### src/rtl/dom1_skinny_pkg.sv
// Shared definitions for the DOM-1 Skinny-128-384+ share loader.
// Holds the loader state encoding, field sizes and a helper that
// returns the byte length of the field a given state emits.
package dom1_skinny_pkg;

  localparam int SHARED_BYTES    = 16;  // bytes per shared field (state, key)
  localparam int PASS_BYTES      = 48;  // tweak + counter + seed, forwarded unmasked
  localparam int FRAME_OUT_BYTES = 4 * SHARED_BYTES + PASS_BYTES;  // 112

  typedef enum logic [2:0] {
    S_SH1_ST = 3'd0,
    S_SH0_ST = 3'd1,
    S_SH1_K  = 3'd2,
    S_SH0_K  = 3'd3,
    S_PASS   = 3'd4
  } state_t;

  function automatic logic [5:0] field_len(state_t s);
    return (s == S_PASS) ? 6'(PASS_BYTES) : 6'(SHARED_BYTES);
  endfunction

endpackage

### src/rtl/dom1_share_loader_if.sv
// Byte-stream bundle around the share loader.
// Ports: unmasked input stream (in_*), random stream (rnd_*), masked output (sh_*).
// master = environment side, slave = loader side.
interface dom1_share_loader_if;
  logic [7:0] in_data;
  logic       in_valid;
  logic       in_ready;
  logic [7:0] rnd_data;
  logic       rnd_valid;
  logic       rnd_ready;
  logic [7:0] sh_data;
  logic       sh_valid;
  logic       sh_ready;

  modport master (
    output in_data, in_valid, rnd_data, rnd_valid, sh_ready,
    input  in_ready, rnd_ready, sh_data, sh_valid
  );

  modport slave (
    input  in_data, in_valid, rnd_data, rnd_valid, sh_ready,
    output in_ready, rnd_ready, sh_data, sh_valid
  );
endinterface

### src/rtl/dom1_share_buf.sv
// 16x8 shift buffer holding share0 of one field between its xor-load and shift-out.
// Ports: clk/rst; load_en shifts din in at the bottom, shift_en shifts zeros in;
// dout is the oldest byte (top of the buffer).
module dom1_share_buf
  import dom1_skinny_pkg::*;
(
  input  logic       clk,
  input  logic       rst,
  input  logic       load_en,
  input  logic       shift_en,
  input  logic [7:0] din,
  output logic [7:0] dout
);

  localparam int W = 8 * SHARED_BYTES;

  logic [W-1:0] shbuf_q, shbuf_d;

  // Zero-fill on shift-out so the buffer holds no residual share once drained.
  always_comb begin
    shbuf_d = shbuf_q;
    if (load_en) begin
      shbuf_d = {shbuf_q[W-9:0], din};
    end else if (shift_en) begin
      shbuf_d = {shbuf_q[W-9:0], 8'h00};
    end
  end

  always_ff @(posedge clk or posedge rst) begin
    if (rst) begin
      shbuf_q <= '0;
    end else begin
      shbuf_q <= shbuf_d;
    end
  end

  assign dout = shbuf_q[W-1 -: 8];

endmodule

### src/rtl/dom1_share_loader.sv
// Splits plaintext and key into two Boolean shares and emits the 112-byte masked
// frame: state sh1, state sh0, key sh1, key sh0, tweak, counter, seed.
// Ports: clk, rst (async active-high), bus (slave side of the byte streams),
// frame_done (one-cycle pulse after the last output byte of a frame).
module dom1_share_loader
  import dom1_skinny_pkg::*;
(
  input  logic                 clk,
  input  logic                 rst,
  dom1_share_loader_if.slave   bus,
  output logic                 frame_done
);

  state_t     state_q, state_d;
  logic [5:0] cnt_q, cnt_d;
  logic       frame_done_q, frame_done_d;

  logic [7:0] sh_data_c;
  logic       sh_valid_c, in_ready_c, rnd_ready_c;
  logic       fire, last_byte;
  logic       buf_load, buf_shift;
  logic [7:0] buf_dout;

  // The masked byte is only ever written into the buffer; it reaches sh_data
  // one field later, after it has been registered.
  dom1_share_buf u_buf (
    .clk      (clk),
    .rst      (rst),
    .load_en  (buf_load),
    .shift_en (buf_shift),
    .din      (bus.in_data ^ bus.rnd_data),
    .dout     (buf_dout)
  );

  always_comb begin
    state_d      = state_q;
    cnt_d        = cnt_q;
    frame_done_d = 1'b0;
    sh_data_c    = 8'h00;
    sh_valid_c   = 1'b0;
    in_ready_c   = 1'b0;
    rnd_ready_c  = 1'b0;
    buf_load     = 1'b0;
    buf_shift    = 1'b0;

    case (state_q)
      S_SH1_ST, S_SH1_K: begin
        // Both streams must be present; each side's ready waits on the other's
        // valid so neither a plain nor a random byte is consumed alone.
        sh_data_c   = bus.rnd_data;
        sh_valid_c  = bus.in_valid & bus.rnd_valid;
        in_ready_c  = bus.sh_ready & bus.rnd_valid;
        rnd_ready_c = bus.sh_ready & bus.in_valid;
      end
      S_SH0_ST, S_SH0_K: begin
        sh_data_c  = buf_dout;
        sh_valid_c = 1'b1;
      end
      S_PASS: begin
        sh_data_c  = bus.in_data;
        sh_valid_c = bus.in_valid;
        in_ready_c = bus.sh_ready;
      end
      default: ;
    endcase

    // Outputs fall to idle the moment reset is raised, not at the next edge.
    if (rst) begin
      sh_valid_c  = 1'b0;
      in_ready_c  = 1'b0;
      rnd_ready_c = 1'b0;
    end

    fire      = sh_valid_c & bus.sh_ready;
    last_byte = (cnt_q == field_len(state_q) - 6'd1);

    if (fire) begin
      cnt_d = cnt_q + 6'd1;
      case (state_q)
        S_SH1_ST, S_SH1_K: buf_load  = 1'b1;
        S_SH0_ST, S_SH0_K: buf_shift = 1'b1;
        default: ;
      endcase
      if (last_byte) begin
        cnt_d = 6'd0;
        case (state_q)
          S_SH1_ST: state_d = S_SH0_ST;
          S_SH0_ST: state_d = S_SH1_K;
          S_SH1_K:  state_d = S_SH0_K;
          S_SH0_K:  state_d = S_PASS;
          default: begin
            state_d      = S_SH1_ST;
            frame_done_d = 1'b1;
          end
        endcase
      end
    end
  end

  always_ff @(posedge clk or posedge rst) begin
    if (rst) begin
      state_q      <= S_SH1_ST;
      cnt_q        <= 6'd0;
      frame_done_q <= 1'b0;
    end else begin
      state_q      <= state_d;
      cnt_q        <= cnt_d;
      frame_done_q <= frame_done_d;
    end
  end

  assign bus.sh_data   = sh_data_c;
  assign bus.sh_valid  = sh_valid_c;
  assign bus.in_ready  = in_ready_c;
  assign bus.rnd_ready = rnd_ready_c;
  assign frame_done    = frame_done_q;

endmodule

### src/flat_wrapper.sv
// flat-port wrapper written by rule: the top's interface ports become plain ports
module dom1_share_loader_flat import dom1_skinny_pkg::*;
  (clk, rst, frame_done, bus_in_data, bus_in_valid, bus_rnd_data, bus_rnd_valid, bus_sh_ready, bus_in_ready, bus_rnd_ready, bus_sh_data, bus_sh_valid);
  dom1_share_loader_if bus_i ();
  input  logic clk;
  input  logic rst;
  output logic frame_done;
  input wire logic [$bits(bus_i.in_data)-1:0] bus_in_data;
  input wire logic [$bits(bus_i.in_valid)-1:0] bus_in_valid;
  input wire logic [$bits(bus_i.rnd_data)-1:0] bus_rnd_data;
  input wire logic [$bits(bus_i.rnd_valid)-1:0] bus_rnd_valid;
  input wire logic [$bits(bus_i.sh_ready)-1:0] bus_sh_ready;
  output wire logic [$bits(bus_i.in_ready)-1:0] bus_in_ready;
  output wire logic [$bits(bus_i.rnd_ready)-1:0] bus_rnd_ready;
  output wire logic [$bits(bus_i.sh_data)-1:0] bus_sh_data;
  output wire logic [$bits(bus_i.sh_valid)-1:0] bus_sh_valid;
  assign bus_i.in_data = bus_in_data;
  assign bus_i.in_valid = bus_in_valid;
  assign bus_i.rnd_data = bus_rnd_data;
  assign bus_i.rnd_valid = bus_rnd_valid;
  assign bus_i.sh_ready = bus_sh_ready;
  assign bus_in_ready = bus_i.in_ready;
  assign bus_rnd_ready = bus_i.rnd_ready;
  assign bus_sh_data = bus_i.sh_data;
  assign bus_sh_valid = bus_i.sh_valid;
  dom1_share_loader u_core (.clk(clk), .rst(rst), .bus(bus_i), .frame_done(frame_done));
endmodule
### config.mk
export PLATFORM = sky130hd
export DESIGN_NAME = dom1_share_loader_flat
export DESIGN_NICKNAME = d
export VERILOG_FILES = /design/src/rtl/dom1_skinny_pkg.sv /design/src/rtl/dom1_share_loader_if.sv /design/src/rtl/dom1_share_buf.sv /design/src/rtl/dom1_share_loader.sv /design/src/flat_wrapper.sv
export SDC_FILE = /design/constraint.sdc
export NUM_CORES = 1
export LEC_CHECK = 0
export ABC_CLOCK_PERIOD_IN_PS = 11900
export CAP_MARGIN = 40
export CORE_UTILIZATION = 25
export DETAILED_ROUTE_END_ITERATION = 6
export GPL_TIMING_DRIVEN = 0
export SYNTH_ARGS = -nofsm -noshare
export SYNTH_HDL_FRONTEND = slang
export SYNTH_SLANG_ARGS = --single-unit
### constraint.sdc
create_clock -name clk -period 11.9 [get_ports clk]
set_clock_uncertainty 0.2 [all_clocks]
set_input_delay 1.19 -clock clk [delete_from_list [all_inputs] [get_ports clk]]
set_output_delay 1.19 -clock clk [all_outputs]
set_load 0.03 [all_outputs]
==> flow_metrics.env, run 1 <==
export IMPL_syn_avg_cell_area_um2=8.864
export IMPL_drt_vias_per_instance=4.121
export IMPL_synth_compound_area_share_pct=4.280
export IMPL_final_common_cell="nand2_1"
export IMPL_arrival_ns=3.11
export IMPL_core_mm2=0.02189
export IMPL_status="complete, no violations"
export IMPL_tns_ns=0
export IMPL_grt_usage_pct=10.54
export IMPL_r2r_start="u_core.cnt_q[0]$_DFFE_PP0P_"
export IMPL_setup_viol=0
export IMPL_p_sw_share_pct=20.06
export IMPL_rows=54
export IMPL_synth_top_area_share_pct=61.84
export IMPL_grt_antenna_before_repair=0
export IMPL_async_flop_share_pct=100.0
export IMPL_fmax_ghz=0.2225
export IMPL_synth_top_area_cell="dfrtp_1"
export IMPL_synthTopCellsByArea="dfrtp_1 (62%), nand2_1 (25%), buf_2 (2.2%)"
export IMPL_grt_overflow=0
export IMPL_finalCritPeriodShare_pct=37.78
export IMPL_drt_wl_total_mm=10.66
export IMPL_cts_htree_levels=4
export IMPL_final_core_util_pct=31.46
export IMPL_drt_iter0_markers=224
export IMPL_vdd_drop_max_mv=0.09706
export IMPL_cts_buffers=17
export IMPL_cts_path_max_buffers=2
export IMPL_path_clk_slew_ns=0.06
export IMPL_root_buffer="clkbuf_16"
export IMPL_yosys_area_share_simple_pct=28.21
export IMPL_cp_max_fo=5
export IMPL_intPower_uw=824.7
export IMPL_gp_congestion=0.7504
export IMPL_required_ns=10.51
export IMPL_cts_tree="yes"
export IMPL_clock_power_share_pct=51.1
export IMPL_final_hold_viol_count=0
export IMPL_p_switching_uw=207.0
export IMPL_route_detailed_drc=0
export IMPL_min_from="u_core.u_buf.shbuf_q[19]$_DFFE_PP0P_"
export IMPL_critPathLaunchType="input port"
export IMPL_syn_num_nets=652
export IMPL_cp_num_buf_inv=2
export IMPL_ys_warn_count=0
export IMPL_fin_nets=704
export IMPL_first_global_vias=4005
export IMPL_clock_latency_ns=0.41
export IMPL_seqPwrFrac_pct=45.9
export IMPL_ys_types=36
export IMPL_ys_ff_latch=138
export IMPL_drv_cap=0
export IMPL_relSlewSlack_pct=56.52
export IMPL_path_cells="clkdlybuf4s50_1 > or3b_4 > nor3b_2 > clkdlybuf4s50_1"
export IMPL_die_h_um=151.5
export IMPL_final_cell_mix="nand2_1 (378), dfrtp_1 (138), clkdlybuf4s50_1 (32)"
export IMPL_synth_top_family_by_area="simple AND/OR/NAND/NOR gates"
export IMPL_p_per_area_mw_per_mm2=149.8
export IMPL_fp_dieW_um=151.5
export IMPL_die_area_mm2=0.02294
export IMPL_worst_path_most_repeated_cell="clkdlybuf4s50_1"
export IMPL_postCtsSetupBuffers=0
export IMPL_synth_top_flop_cell="dfrtp_1"
export IMPL_placed_area_mm2=0.006287
export IMPL_worst_setup_path_type="input port to output port"
export IMPL_hpwl_mm=6.992
export IMPL_hold_ws_ns=0.2617
export IMPL_synth_xor_area_share_pct=2.017
export IMPL_leakage_uw=0.003655
export IMPL_yosysSeqAreaShare_pct=61.84
export IMPL_worst_pin_slew_ns=0.6498
export IMPL_critPathTopFamily="buffers and inverters"
export IMPL_io_buffers=32
export IMPL_grt_pass1_wl_mm=18.81
export IMPL_diodes=0
export IMPL_synth_mux_area_share_pct=0.3809
export IMPL_synthAdderAreaFrac_pct=0.2241
export IMPL_wire_per_inst_um=10.94
export IMPL_syn_cell_area_mm2=0.005584
export IMPL_setup_ws_ns=7.405
export IMPL_start_util_pct=25.51
export IMPL_max_stage_delay_ns=0.71
export IMPL_cp_slowest_cell="clkdlybuf4s50_1"
export IMPL_drtAntennaViolNets=0
export IMPL_dpl_worst_slack_ns=7.408
export IMPL_slew_violations=0
export IMPL_finalCriticalPeriod_ns=4.495
export IMPL_area_growth_pct=23.35
export IMPL_cts_resized_gates=0
export IMPL_drive_gt1_share_pct=9.222
export IMPL_synthCells=630
export IMPL_end_kind="output port"
export IMPL_startpoint="rst"
export IMPL_pwr_share_comb_pct=2.9
export IMPL_dr_total_vias=4014
export IMPL_cts_hold_buf=0
export IMPL_dr_pass1_iters=4
export IMPL_finalInstanceArea_mm2=0.006888
export IMPL_synth_edff_count=0
export IMPL_worstHoldPathType="register to register"
export IMPL_rsz0062_at_grt="false"
export IMPL_grt_max_degree=84
export IMPL_clock_sinks=138
export IMPL_io_pins=33
==> worst min-delay path, stage by stage, from the launching register on <==
cell,delay (ns)
dfrtp_1,0.34
nand2_1,0.05
nand2_1,0.05
==> routing by layer <==
metal	track usage [%]	vias to the layer above	wire length [µm]
met2	15.82	63	4656
met4	5.450	0	191
met1	13.78	1860	5441
met3	2.964	18	368
met5	0	-	0
li1	-	2073	-
==> synth_stat cells (2+ instances only) <==
cell	n
nor2_1	6
xnor2_1	11
dfrtp_1	138
a31oi_1	2
buf_2	25
nor3b_2	2
o21ai_0	10
o22ai_1	2
nand2_1	378
inv_1	6
o21ai_1	10
a21oi_1	2
a22oi_1	8
nor3_1	3
clkbuf_1	6
==> through the flow <==
step,total power [µW],cells
6_report,1032,974
5_1_grt,1069,974
4_1_cts,1045,974
3_5_place_dp,513.3,943
3_3_place_gp,511.7,942
2_1_floorplan,498.3,630
==> final timing paths <==
check	slack, ns	depth (start not counted)	endpoint
setup / recovery	7.40	4	bus_rnd_ready
hold / removal	0.26	2	u_core.u_buf.shbuf_q[27]$_DFFE_PP0P_
setup reg to reg	9.80	6	u_core.state_q[1]$_DFFE_PP0P_
hold reg to reg	0.26	2	u_core.u_buf.shbuf_q[27]$_DFFE_PP0P_
max in group asynchronous	9.69	3	u_core.u_buf.shbuf_q[19]$_DFFE_PP0P_
min in group asynchronous	1.04	2	u_core.cnt_q[4]$_DFFE_PP0P_
==> flip-flops by register name, summed over array words and instances (netlist names) <==
signal	cells
u_core.state_q	3
u_core.frame_done	1
u_core.u_buf.shbuf_q	128
u_core.cnt_q	6
==> cell families after synthesis <==
logic type	Yosys count
muxes	2
buffers and inverters	37
xor gates and xnor gates	12
AOI/OAI and AO/OA	39
DFF	138
adders and majority gates	1
and+or+nand+nor	401
==> cell type report <==
type / count / area (µm²)
fill: 2354 / 15000
sequential: 138 / 3453
clock inverter: 6 / 85.08
inverter: 6 / 27.53
clock buffer: 25 / 515.5
tap: 280 / 350.3
multi-input combinational: 455 / 1961
buffer: 31 / 147.6
timing repair buffer: 33 / 347.8
==> power groups by stage <==
| stage | sequential, µW | clock (µW) | combinational [µW] |
|---|---|---|---|
| after floorplan | 482 | 0 | 16.4 |
| after global placement | 482 | 0 | 29.4 |
| after detailed placement | 482 | 0 | 31.0 |
| after CTS | 474 | 540 | 31.1 |
| after global routing | 474 | 561 | 34.2 |
| final | 474 | 528 | 30.0 |
Power figures use the tool's default switching activity.
==> run 2, diff against run 1 <==
--- a/config.mk
+++ b/config.mk
@@ -5,7 +5,7 @@
 export SDC_FILE = /design/constraint.sdc
 export NUM_CORES = 1
 export LEC_CHECK = 0
-export ABC_CLOCK_PERIOD_IN_PS = 11900
+export ABC_CLOCK_PERIOD_IN_PS = 4500
 export CAP_MARGIN = 40
 export CORE_UTILIZATION = 25
 export DETAILED_ROUTE_END_ITERATION = 6
==> constraint.sdc (replaced) <==
create_clock -name clk -period 4.5 [get_ports clk]
set_clock_uncertainty 0.2 [all_clocks]
set_input_delay 0.45 -clock clk [delete_from_list [all_inputs] [get_ports clk]]
set_output_delay 0.45 -clock clk [all_outputs]
set_load 0.03 [all_outputs]
==> run 2 against run 1 <==
  * Register-to-register slack worse by 7.4 ns
  * Worst hold slack got worse by 0.00085 ns
  * Sequential power grew to 2.6 times the previous value
  * Critical endpoint is now bus_sh_valid
  * Sequential cell count unchanged
  * Sequential share of layout area shrank 0.32 points
==> flow_metrics.env, run 2 (synthesis gave the netlist of run 1 again) <==
export IMPL_setup_viol=0
export IMPL_p_sw_share_pct=21.19
export IMPL_tns_ns=0
export IMPL_seqPwrFrac_pct=46.5
export IMPL_io_pins=33
export IMPL_slew_violations=0
export IMPL_die_area_mm2=0.02294
export IMPL_drt_wl_total_mm=10.77
export IMPL_grt_antenna_before_repair=0
export IMPL_diodes=0
export IMPL_p_per_area_mw_per_mm2=388.7
export IMPL_final_hold_viol_count=0
export IMPL_grt_overflow=0
export IMPL_met3_usage_pct=3.952
export IMPL_rsz0062_at_grt="false"
export IMPL_wire_per_inst_um=11.02
export IMPL_required_ns=3.85
export IMPL_final_common_cell="nand2_1"
export IMPL_arrival_ns=2.55
export IMPL_clock_sinks=138
export IMPL_final_cell_mix="nand2_1 (378), dfrtp_1 (138), clkdlybuf4s50_1 (32)"
export IMPL_core_mm2=0.02189
export IMPL_drt_iter0_markers=251
export IMPL_intPower_uw=2124
export IMPL_route_detailed_drc=0
export IMPL_cts_buffers=17
export IMPL_grt_pass1_wl_mm=19.42
export IMPL_p_switching_uw=571.0
export IMPL_grt_busiest_layer="met2"
export IMPL_fmax_ghz=0.3128
export IMPL_cts_tree="yes"
export IMPL_met1_usage_pct=14.39
export IMPL_vdd_drop_max_mv=0.2774
export IMPL_worst_pin_slew_ns=0.6930
export IMPL_status="complete, no violations"
export IMPL_grt_usage_pct=10.80
export IMPL_cts_resized_gates=0
export IMPL_die_h_um=151.5
export IMPL_rows=54
export IMPL_pwr_share_comb_pct=3.2
export IMPL_start_util_pct=25.51
export IMPL_grt_util_met2_pct=16.16
export IMPL_worstHoldPathType="register to register"
export IMPL_cts_htree_levels=4
export IMPL_dr_pass1_iters=5
export IMPL_area_growth_pct=24.13
export IMPL_cts_hold_buf=0
export IMPL_cts_path_max_buffers=2
export IMPL_finalCriticalPeriod_ns=3.197
export IMPL_dr_total_vias=4053
export IMPL_end_kind="output port"
export IMPL_drive_gt1_share_pct=9.900
export IMPL_grt_max_degree=37
export IMPL_largest_register="u_core.u_buf.shbuf_q"
export IMPL_drv_cap=0
export IMPL_finalCritPeriodShare_pct=71.05
export IMPL_clock_latency_ns=0.42
export IMPL_largest_reg_flops=128
export IMPL_total_power_uw=2695
export IMPL_fin_nets=707
export IMPL_first_global_vias=4126
export IMPL_hpwl_mm=7.242
export IMPL_relSlewSlack_pct=53.70
export IMPL_leakage_uw=0.003671
export IMPL_worst_setup_path_type="input port to output port"
export IMPL_io_buffers=32
export IMPL_postCtsSetupBuffers=0
export IMPL_fp_dieW_um=151.5
export IMPL_critPathLaunchType="input port"
export IMPL_drt_vias_per_instance=4.148
export IMPL_clock_power_share_pct=50.2
export IMPL_gp_congestion=0.7182
export IMPL_root_buffer="clkbuf_16"
export IMPL_cp_max_fo=29
export IMPL_reg_top3="u_core.u_buf.shbuf_q: 128 flops, u_core.cnt_q: 6 flops, u_core.state_q: 3 flops"
export IMPL_path_clk_slew_ns=0.06
export IMPL_drtAntennaViolNets=0
-- run 2: cell type report --
cell class,count,area [µm²]
timing repair buffer,36,415.4
sequential,138,3453
buffer,31,147.6
multi-input combinational,455,1961
clock inverter,12,125.1
inverter,6,26.28
fill,2366,14960
clock buffer,19,452.9
tap,280,350.3
-- run 2: layer usage --
metal,part of all wire [%],vias to the layer above
li1,-,2077
met1,50,1897
met2,44,70
met3,4.1,9
met4,1.2,0
met5,0,-
-- run 2: worst max-delay path, stage by stage --
cell and delay, ns:
clkdlybuf4s50_1 0.54, clkinvlp_4 0.59, and2_1 0.37, clkdlybuf4s50_1 0.60
-- run 2: worst paths after layout --
check	from	to	slack (ns)	cells past startpoint
hold reg to reg	u_core.u_buf.shbuf_q[28]$_DFFE_PP0P_	u_core.u_buf.shbuf_q[36]$_DFFE_PP0P_	0.26	2
min in group asynchronous	rst	u_core.frame_done$_DFF_PP0_	0.33	2
max in group asynchronous	rst	u_core.u_buf.shbuf_q[48]$_DFFE_PP0P_	2.99	4
setup reg to reg	u_core.state_q[2]$_DFFE_PP0P_	u_core.u_buf.shbuf_q[112]$_DFFE_PP0P_	2.38	6
hold / removal	u_core.u_buf.shbuf_q[28]$_DFFE_PP0P_	u_core.u_buf.shbuf_q[36]$_DFFE_PP0P_	0.26	2
setup / recovery	rst	bus_sh_valid	1.30	4
-- run 2: power groups by stage --
| stage | logic, µW | clock network [µW] | registers, µW |
|---|---|---|---|
| 2_1_floorplan | 43.6 | 0 | 1270 |
| 3_3_place_gp | 78.2 | 0 | 1280 |
| 3_5_place_dp | 89.6 | 0 | 1280 |
| 4_1_cts | 89.7 | 1390 | 1250 |
| 5_1_grt | 98.5 | 1440 | 1250 |
| 6_report | 86.9 | 1350 | 1250 |
-- run 2: metrics by stage --
step | hold WS [ns] | std cells | worst slack, ns | cell area (µm²) | utilization, %
floorplan | 0.2386 | 630 | 0.8565 | 5588 | -
global placement | 0.2461 | 942 | -1.132 | 6259 | 28.59
detailed placement | 0.2493 | 946 | 1.232 | 6354 | 29.02
CTS | 0.2633 | 977 | 1.236 | 6932 | 31.66
global route | 0.2862 | 977 | 1.095 | 6932 | 31.66
finish | 0.2608 | 977 | 1.303 | 6932 | 31.66
